### src/rtl/stage_sequencer.sv
// stage_sequencer: multi-cycle control FSM for a simple in-order core.
// Walks each instruction through FETCH/DECODE/EXECUTE/MEM/WB, handles
// HALT/resume, times out stalled memory accesses into FAULT and counts
// retired instructions. Control outputs are combinational from the
// registered state, the latched op class and the current inputs.
module stage_sequencer #(
    parameter int unsigned MEM_TIMEOUT = 15
) (
    input  logic        clk,
    input  logic        reset,
    input  logic        in_mem_ready,
    input  logic        data_ready,
    input  logic [2:0]  op_class,
    input  logic        writes_reg,
    input  logic        branch_taken,
    input  logic        resume,
    output logic        in_mem_en,
    output logic        ir_load,
    output logic        pc_en,
    output logic        pc_sel,
    output logic        data_rd_en,
    output logic        data_wr_en,
    output logic        rf_w_enable,
    output logic        rf_w_select,
    output logic        flags_load,
    output logic [2:0]  state,
    output logic        halted,
    output logic        mem_fault,
    output logic [31:0] retired
);

    typedef enum logic [2:0] {
        S_FETCH   = 3'd0,
        S_DECODE  = 3'd1,
        S_EXECUTE = 3'd2,
        S_MEM     = 3'd3,
        S_WB      = 3'd4,
        S_HALT    = 3'd5,
        S_FAULT   = 3'd6,
        S_UNUSED  = 3'd7
    } state_e;

    typedef enum logic [2:0] {
        OP_ALU    = 3'd0,
        OP_LOAD   = 3'd1,
        OP_STORE  = 3'd2,
        OP_BRANCH = 3'd3,
        OP_HALT   = 3'd4,
        OP_NOP    = 3'd5,
        OP_ILL6   = 3'd6,
        OP_ILL7   = 3'd7
    } op_e;

    localparam logic [7:0] TIMEOUT = 8'(MEM_TIMEOUT);

    state_e      state_q, state_d;
    op_e         op_q, op_d;
    logic        wr_q, wr_d;
    logic [7:0]  wait_q, wait_d;
    logic        mem_fault_q, mem_fault_d;
    logic [31:0] retired_q, retired_d;
    logic        wait_inc;
    logic        timeout_hit;

    // State, op latch, wait counter, fault flag and retirement counter
    always_ff @(posedge clk or negedge reset) begin
        if (!reset) begin
            state_q     <= S_FETCH;
            op_q        <= OP_NOP;
            wr_q        <= 1'b0;
            wait_q      <= '0;
            mem_fault_q <= 1'b0;
            retired_q   <= '0;
        end else begin
            state_q     <= state_d;
            op_q        <= op_d;
            wr_q        <= wr_d;
            wait_q      <= wait_d;
            mem_fault_q <= mem_fault_d;
            retired_q   <= retired_d;
        end
    end

    // Next-state decode and control outputs for the current stage
    always_comb begin
        state_d     = state_q;
        op_d        = op_q;
        wr_d        = wr_q;
        mem_fault_d = mem_fault_q;
        wait_inc    = 1'b0;
        timeout_hit = (wait_q == TIMEOUT);
        in_mem_en   = 1'b0;
        ir_load     = 1'b0;
        pc_en       = 1'b0;
        pc_sel      = 1'b0;
        data_rd_en  = 1'b0;
        data_wr_en  = 1'b0;
        rf_w_enable = 1'b0;
        rf_w_select = 1'b0;
        flags_load  = 1'b0;
        halted      = 1'b0;

        case (state_q)
            S_FETCH: begin
                in_mem_en = 1'b1;
                if (in_mem_ready) begin
                    ir_load = 1'b1;
                    state_d = S_DECODE;
                end else if (timeout_hit) begin
                    state_d     = S_FAULT;
                    mem_fault_d = 1'b1;
                end else begin
                    wait_inc = 1'b1;
                end
            end
            S_DECODE: begin
                op_d = op_e'(op_class);
                wr_d = writes_reg;
                case (op_e'(op_class))
                    OP_HALT:           state_d = S_HALT;
                    OP_ILL6, OP_ILL7:  state_d = S_FAULT;
                    default:           state_d = S_EXECUTE;
                endcase
            end
            S_EXECUTE: begin
                case (op_q)
                    OP_ALU: begin
                        flags_load = 1'b1;
                        if (wr_q) begin
                            state_d = S_WB;
                        end else begin
                            pc_en   = 1'b1;
                            state_d = S_FETCH;
                        end
                    end
                    OP_NOP: begin
                        pc_en   = 1'b1;
                        state_d = S_FETCH;
                    end
                    OP_BRANCH: begin
                        pc_en   = 1'b1;
                        pc_sel  = branch_taken;
                        state_d = S_FETCH;
                    end
                    OP_LOAD, OP_STORE: state_d = S_MEM;
                    default:           state_d = S_FETCH;
                endcase
            end
            S_MEM: begin
                if (op_q == OP_LOAD || op_q == OP_STORE) begin
                    data_rd_en = (op_q == OP_LOAD);
                    data_wr_en = (op_q == OP_STORE);
                    if (data_ready) begin
                        if (op_q == OP_LOAD) begin
                            state_d = S_WB;
                        end else begin
                            pc_en   = 1'b1;
                            state_d = S_FETCH;
                        end
                    end else if (timeout_hit) begin
                        state_d     = S_FAULT;
                        mem_fault_d = 1'b1;
                    end else begin
                        wait_inc = 1'b1;
                    end
                end else begin
                    state_d = S_FETCH;
                end
            end
            S_WB: begin
                rf_w_enable = 1'b1;
                rf_w_select = (op_q == OP_LOAD);
                pc_en       = 1'b1;
                state_d     = S_FETCH;
            end
            S_HALT: begin
                halted = 1'b1;
                if (resume) begin
                    pc_en   = 1'b1;
                    state_d = S_FETCH;
                end
            end
            S_FAULT: begin
                halted = 1'b1;
            end
            default: state_d = S_FETCH;
        endcase

        // While reset is held no request or strobe may leave the block
        if (!reset) begin
            in_mem_en   = 1'b0;
            ir_load     = 1'b0;
            pc_en       = 1'b0;
            pc_sel      = 1'b0;
            data_rd_en  = 1'b0;
            data_wr_en  = 1'b0;
            rf_w_enable = 1'b0;
            rf_w_select = 1'b0;
            flags_load  = 1'b0;
        end

        if (state_d != state_q) begin
            wait_d = '0;
        end else if (wait_inc) begin
            wait_d = wait_q + 8'd1;
        end else begin
            wait_d = wait_q;
        end

        retired_d = pc_en ? (retired_q + 32'd1) : retired_q;
    end

    assign state     = state_q;
    assign mem_fault = mem_fault_q;
    assign retired   = retired_q;

endmodule

### config.mk
export PLATFORM = sky130hd
export DESIGN_NAME = stage_sequencer
export DESIGN_NICKNAME = d
export VERILOG_FILES = /design/src/rtl/stage_sequencer.sv
export SDC_FILE = /design/constraint.sdc
export NUM_CORES = 1
export LEC_CHECK = 0
export BUFFER_PORTS_ARGS = -buffer_cell sky130_fd_sc_hd__buf_2
export CORE_ASPECT_RATIO = 0.7
export CORE_UTILIZATION = 35
export DETAILED_ROUTE_END_ITERATION = 10
export GPL_ROUTABILITY_DRIVEN = 0
export GPL_TIMING_DRIVEN = 0
export PLACE_DENSITY = 0.57
export SLEW_MARGIN = 10
export SYNTH_ARGS = -nofsm -noshare
export SYNTH_HDL_FRONTEND = slang
export SYNTH_SLANG_ARGS = --single-unit
### constraint.sdc
create_clock -name clk -period 2.46 [get_ports clk]
set_input_delay 0.123 -clock clk [delete_from_list [all_inputs] [get_ports clk]]
set_output_delay 0.123 -clock clk [all_outputs]
set_load 0.1 [all_outputs]
==> out/metrics.yaml, run 1 <==
status: "completed"
synthMuxAreaShare: 0.02368
dr_total_vias: 2400
setup_viol: 0
hp-start: "writes_reg"
synth-compound-area-share: 0.09339
wirelength_um: 7050
slowest_stage: "dfrtp_4"
final_antenna_net_count: 0
nNetsFinal: 346
clk_path_buf_depth: 2
viasPerCell: 5.568
post-place-ws_ns: -0.1851
drt_iter0_markers: 119
fin_ws_ns: 0.04169
final_common_cell: "buf_2"
ys_warn_count: 0
post-route-period-util: 0.9831
tritoncts: "yes"
grt_max_degree: 47
portBuffers: 55
worstSetupEndpointType: "flip-flop"
finalHoldViolCount: 0
clock_skew_ns: 0.004694
wl_per_cell_um: 16.36
worstPathCellList: "clkbuf_4 -> inv_1 -> ha_2 -> nor2_4 -> a211o_1 -> a22o_1 -> a221o_2 -> nor4_1"
syn_area_per_cell_um2: 10.49
synth_top_family_by_area: "simple AND/OR/NAND/NOR gates"
start_util: 0.3726
grt_pass1_vias: 2207
diodes: 0
leakagePower_uw: 0.001649
whs_ns: 0.07303
synth-edff-count: 0
dieArea_um2: 8368
start_kind: "flip-flop"
crit_fanout: 10
cp_top_family: "compound AO/OA/AOI/OAI gates"
synth.distinct_cells: 60
die_y_um: 76.84
slowest_delay_ns: 0.53
fmax_ghz: 0.4135
rrSetupSlack_ns: 0.04
grt_usage: 0.1787
max-vdd-ir-drop_mv: 0.8196
grt-ovfl-total: 0
power_density_nw_per_um2: 956.4
synthXorXnorAreaFrac: 0.1282
report.final.slew_viol_count: 0
reg2reg_from: "state[1]"
ff2ff_path_depth: 8
clk_pin_slew_worst_paths_ns: 0.07
cts_made_buffers: 5
core_region_area_um2: 7515
max-slew-margin-rel: 0.4460
area_growth_pct: 28.37
hold_end: "wr_q"
synthArstFlopShare: 1.000
clock-sinks: 48
whs_path_depth: 2
io_pins: 56
cap_violations: 0
clk_latency_ns: 0.29
worstPathRequired_ns: 2.65
synth.yosys.seq_area_share: 0.4298
yosys.area_share.adder: 0.01787
synth_seq_cells: 48
row_count: 26
yosys.area_share.simple: 0.2779
p_total_uw: 3438
final_layout_size_suffix_gt1_frac: 0.3664
cp.arrival_ns: 2.61
synth_area_um2: 2800
drc: 0
critical_path_buf_inv_count: 2
layout_common_cells: "55 x buf_2, 39 x dfrtp_1, 24 x xor2_1"
worstSetupPathType: "reg2reg"
synth_flop_cell: "dfrtp_1"
cts_root_buffer: "clkbuf_16"
dr.pass1.iters: 6
syn_inst: 267
hp-class: "in2reg"
dieWidth_um: 108.9
min_period_ns: 2.418
syn_nets: 281
worst_pin_slew_ns: 0.8259
antenna_found_initial: 0
r2r_end: "wait_q[5]"
grt_setup_unrepaired: "yes"
place_hpwl_um: 4926
grt_first_pass_wirelength_um: 11590
cts-htree-levels: 2
==> metrics by stage <==
step | utilization | cell area (um2) | TNS, ns | instances
floorplan | - | 2844 | -0.01379 | 267
global placement | 0.4314 | 3242 | -1.378 | 420
detailed placement | 0.4314 | 3242 | -1.483 | 420
CTS | 0.4687 | 3522 | 0 | 430
global route | 0.4784 | 3595 | -0.05567 | 431
finish | 0.4784 | 3595 | 0 | 431
==> sequential cells by signal, summed over array words and instances, names as in the netlist <==
name	cells
wait_q	8
op_q	3
state	3
retired	32
wr_q	1
mem_fault	1
==> power by group <==
| group | total (uW) | leakage [uW] | switching, uW | internal (uW) |
|---|---|---|---|---|
| Clock | 895 | 0.0000944 | 309 | 586 |
| Sequential | 1010 | 0.000612 | 123 | 886 |
| Combinational | 1530 | 0.000943 | 1100 | 436 |
==> metal layers <==
layer  part of all wire  GRT usage  up-vias
met3              0.074    0.03997       10
li1                   -          -     1126
met4              0.013    0.05135        0
met5                  0          0        -
met2               0.39     0.2352      105
met1               0.52     0.2829     1159
==> area by class of cell <==
type	instances	area, um2
buffer	7	52.55
sequential	48	1215
clock inverter	3	68.82
fill	709	3920
timing repair buffer	58	347.8
tap	98	122.6
inverter	10	37.54
multi-input combinational	202	1625
clock buffer	5	125.1
==> worst reg2reg max path, stage by stage, from the launching register on <==
cell	delay [ns]
dfrtp_4	0.53
clkbuf_4	0.21
inv_1	0.15
ha_2	0.23
nor2_4	0.06
a211o_1	0.26
a22o_1	0.21
a221o_2	0.42
nor4_1	0.26
==> worst max-delay path by stage <==
stage	to	slack [ns]	from	depth (start not counted)
after floorplan	data_wr_en	-0.01	state[1]	4
after global placement	wait_q[5]	-0.18	state[1]	5
after detailed placement	wait_q[5]	-0.19	state[1]	5
after CTS	pc_en	0.03	op_q[1]	5
after global routing	wait_q[4]	-0.03	state[1]	8
final	wait_q[5]	0.04	state[1]	8
==> what timing repair did <==
item                                    4_1_cts  5_1_grt
gates resized for setup                      10       11
pin swaps                                     0        0
gates cloned                                  0        0
endpoints found under the setup margin       11       12
hold endpoints to repair                     46        0
hold buffers                                  2        0
buffers inserted                              0        1
==> cell families (layout without fill, tap and decap cells) <==
kind of cell	count (synthesis)	after routing
xor gates and xnor gates	41	41
adders and majority gates	4	4
and+or+nand+nor	124	124
AOI/OAI and AO/OA	27	27
muxes	6	6
buffers and inverters	17	83
DFF	48	48
==> Yosys cell counts, drive strengths merged (3+ instances only) <==
library cell,instances,share of area
xnor2,17,0.053
o21ai,6,0.011
or3,3,0.0071
nor3,18,0.032
and2,8,0.018
nand3,20,0.036
xor2,24,0.075
ha,4,0.018
buf,7,0.016
nand2,10,0.013
nor2,11,0.015
dfrtp,46,0.41
nor4,15,0.052
and3,13,0.029
inv,10,0.013
nand4,7,0.016
mux2,5,0.020
or3b,3,0.010
(Power assumes the default switching activity.)
==> inputs of run 2 (changes only) <==
--- a/config.mk
+++ b/config.mk
@@ -6,12 +6,14 @@
 export NUM_CORES = 1
 export LEC_CHECK = 0
 export BUFFER_PORTS_ARGS = -buffer_cell sky130_fd_sc_hd__buf_2
+export CELL_PAD_IN_SITES_DETAIL_PLACEMENT = 1
+export CELL_PAD_IN_SITES_GLOBAL_PLACEMENT = 1
 export CORE_ASPECT_RATIO = 0.7
 export CORE_UTILIZATION = 35
 export DETAILED_ROUTE_END_ITERATION = 10
 export GPL_ROUTABILITY_DRIVEN = 0
 export GPL_TIMING_DRIVEN = 0
-export PLACE_DENSITY = 0.57
+export PLACE_DENSITY = 0.69
 export SLEW_MARGIN = 10
 export SYNTH_ARGS = -nofsm -noshare
 export SYNTH_HDL_FRONTEND = slang
==> run 2 against run 1 <==
Worst setup slack better by 0.038 ns; total power is 3.2% lower; sequential power barely moved; critical path depth shrank 2; fmax grew 1.6%; routed wire length up 11%; sequential share of layout area is 0.13 points higher; clock skew increased by 0.0012 ns; register-to-register slack gained 0.08 ns; design area decreased by 0.28%.
==> out/metrics.yaml, run 2 (same netlist as run 1, synthesis figures left out) <==
drt-met1-wl_um: 4015
post-route-period-util: 0.9675
fin_area_um2: 3585
clk_latency_ns: 0.29
dr.pass1.iters: 4
worst_pin_slew_ns: 0.7522
core_region_area_um2: 7515
rrSetupSlack_ns: 0.12
hp-class: "in2reg"
p_sw_uw: 1566
dieWidth_um: 108.9
p_clk_frac: 0.216
grt-ovfl-total: 0
multi_input_area_um2: 1655
met3_length_um: 286
worstSetupEndpointType: "output port"
worstPathCellList: "buf_4 -> or3_2 -> o32ai_4 -> o31a_2 -> buf_6 -> buf_8"
placed_area_um2: 3242
dr_total_vias: 2389
clk_pin_slew_worst_paths_ns: 0.07
antenna_found_initial: 0
critical_path_buf_inv_count: 3
power.share.switching: 0.4709
drc: 0
min_period_ns: 2.380
status: "completed"
fin_cells: 431
final_antenna_net_count: 0
start_kind: "flip-flop"
topRoutingLayerUsed: "met4"
cp_top_family: "compound AO/OA/AOI/OAI gates"
grt_first_pass_wirelength_um: 13110
slowest_delay_ns: 0.46
finalHoldViolCount: 0
wirelength_um: 7831
grt_pass1_vias: 2434
report.final.slew_viol_count: 0
place_hpwl_um: 5653
clk_path_buf_depth: 2
grt_usage: 0.2026
leakagePower_uw: 0.001639
clock_skew_ns: 0.005900
final-seq-area_um2: 1216
clock-sinks: 48
p_total_uw: 3326
viasPerCell: 5.543
area_growth_pct: 28.02
power_frac_seq: 0.305
cts_made_buffers: 5
cap_violations: 0
portBuffers: 55
diodes: 0
cts-htree-levels: 2
slowest_stage: "or3_2"
final_layout_size_suffix_gt1_frac: 0.3874
largest_reg_flops: 32
grt_setup_unrepaired: "yes"
drt_iter0_markers: 87
p_int_uw: 1760
tritoncts: "yes"
grt_max_degree: 47
whs_ns: 0.06715
worstSetupPathType: "reg2out"
dp_cells: 420
final_common_cell: "buf_2"
fmax_ghz: 0.4202
setup_viol: 0
cp.arrival_ns: 2.26
combPwrFrac: 0.479
power_density_nw_per_um2: 927.9
max-vdd-ir-drop_mv: 0.6925
fillCellCount: 866
cts_root_buffer: "clkbuf_16"
met2WireLength_um: 3487
layout_common_cells: "55 x buf_2, 38 x dfrtp_1, 24 x xor2_1"
max-slew-margin-rel: 0.4958
dieArea_um2: 8368
start_util: 0.3726
row_count: 26
worstPathRequired_ns: 2.34
nNetsFinal: 346
die_y_um: 76.84
wl_per_cell_um: 18.17
io_pins: 56
crit_fanout: 10
==> run 2: per-layer routing <==
layer | vias to the layer above | GRT usage
met1 | 1199 | 0.3033
met4 | 0 | 0.04054
met3 | 4 | 0.03571
met5 | - | 0
met2 | 69 | 0.3025
li1 | 1117 | -
==> run 2: layout make-up <==
type                       instances  area share
buffer                             7     0.01536
clock buffer                       6     0.03874
timing repair buffer              58     0.09633
sequential                        48      0.3393
multi-input combinational        202      0.4618
clock inverter                     2    0.003839
inverter                          10     0.01047
tap                               98     0.03421
==> run 2: timing repair <==
item                                   CTS  global route
pin swaps                                0             2
setup buffers                            0             1
cloned                                   0             0
setup endpoints to repair               15            17
resized for setup                       13            17
endpoints found under the hold margin   46             0
hold buffers                             2             0
==> run 2: power by group through the flow <==
stage	Combinational [uW]	Sequential [uW]	Clock, uW
after floorplan	851	1250	0
after global placement	1390	1010	0
final	1590	1010	718
after global routing	1700	1030	763
after detailed placement	1420	1020	0
after CTS	1490	1000	736
==> run 2: metrics by stage <==
| stage | setup WS, ns | util | TNS [ns] |
|---|---|---|---|
| after floorplan | -0.01379 | - | -0.01379 |
| after global placement | -0.2160 | 0.4314 | -1.702 |
| final | 0.07992 | 0.4770 | 0 |
| after CTS | 0.02176 | 0.4640 | 0 |
| after detailed placement | -0.2673 | 0.4314 | -2.000 |
| after global routing | -0.0004809 | 0.4770 | -0.0004809 |
==> run 2: worst paths after layout <==
path / from / to / cells past startpoint
worst min register to register: retired[31] / retired[31] / 1
worst max register to register: state[2] / wait_q[5] / 8
worst max-delay path: op_q[2] / pc_en / 6
min in group asynchronous: reset / op_q[2] / 2
worst min-delay path: writes_reg / wr_q / 2
max in group asynchronous: reset / state[1] / 3
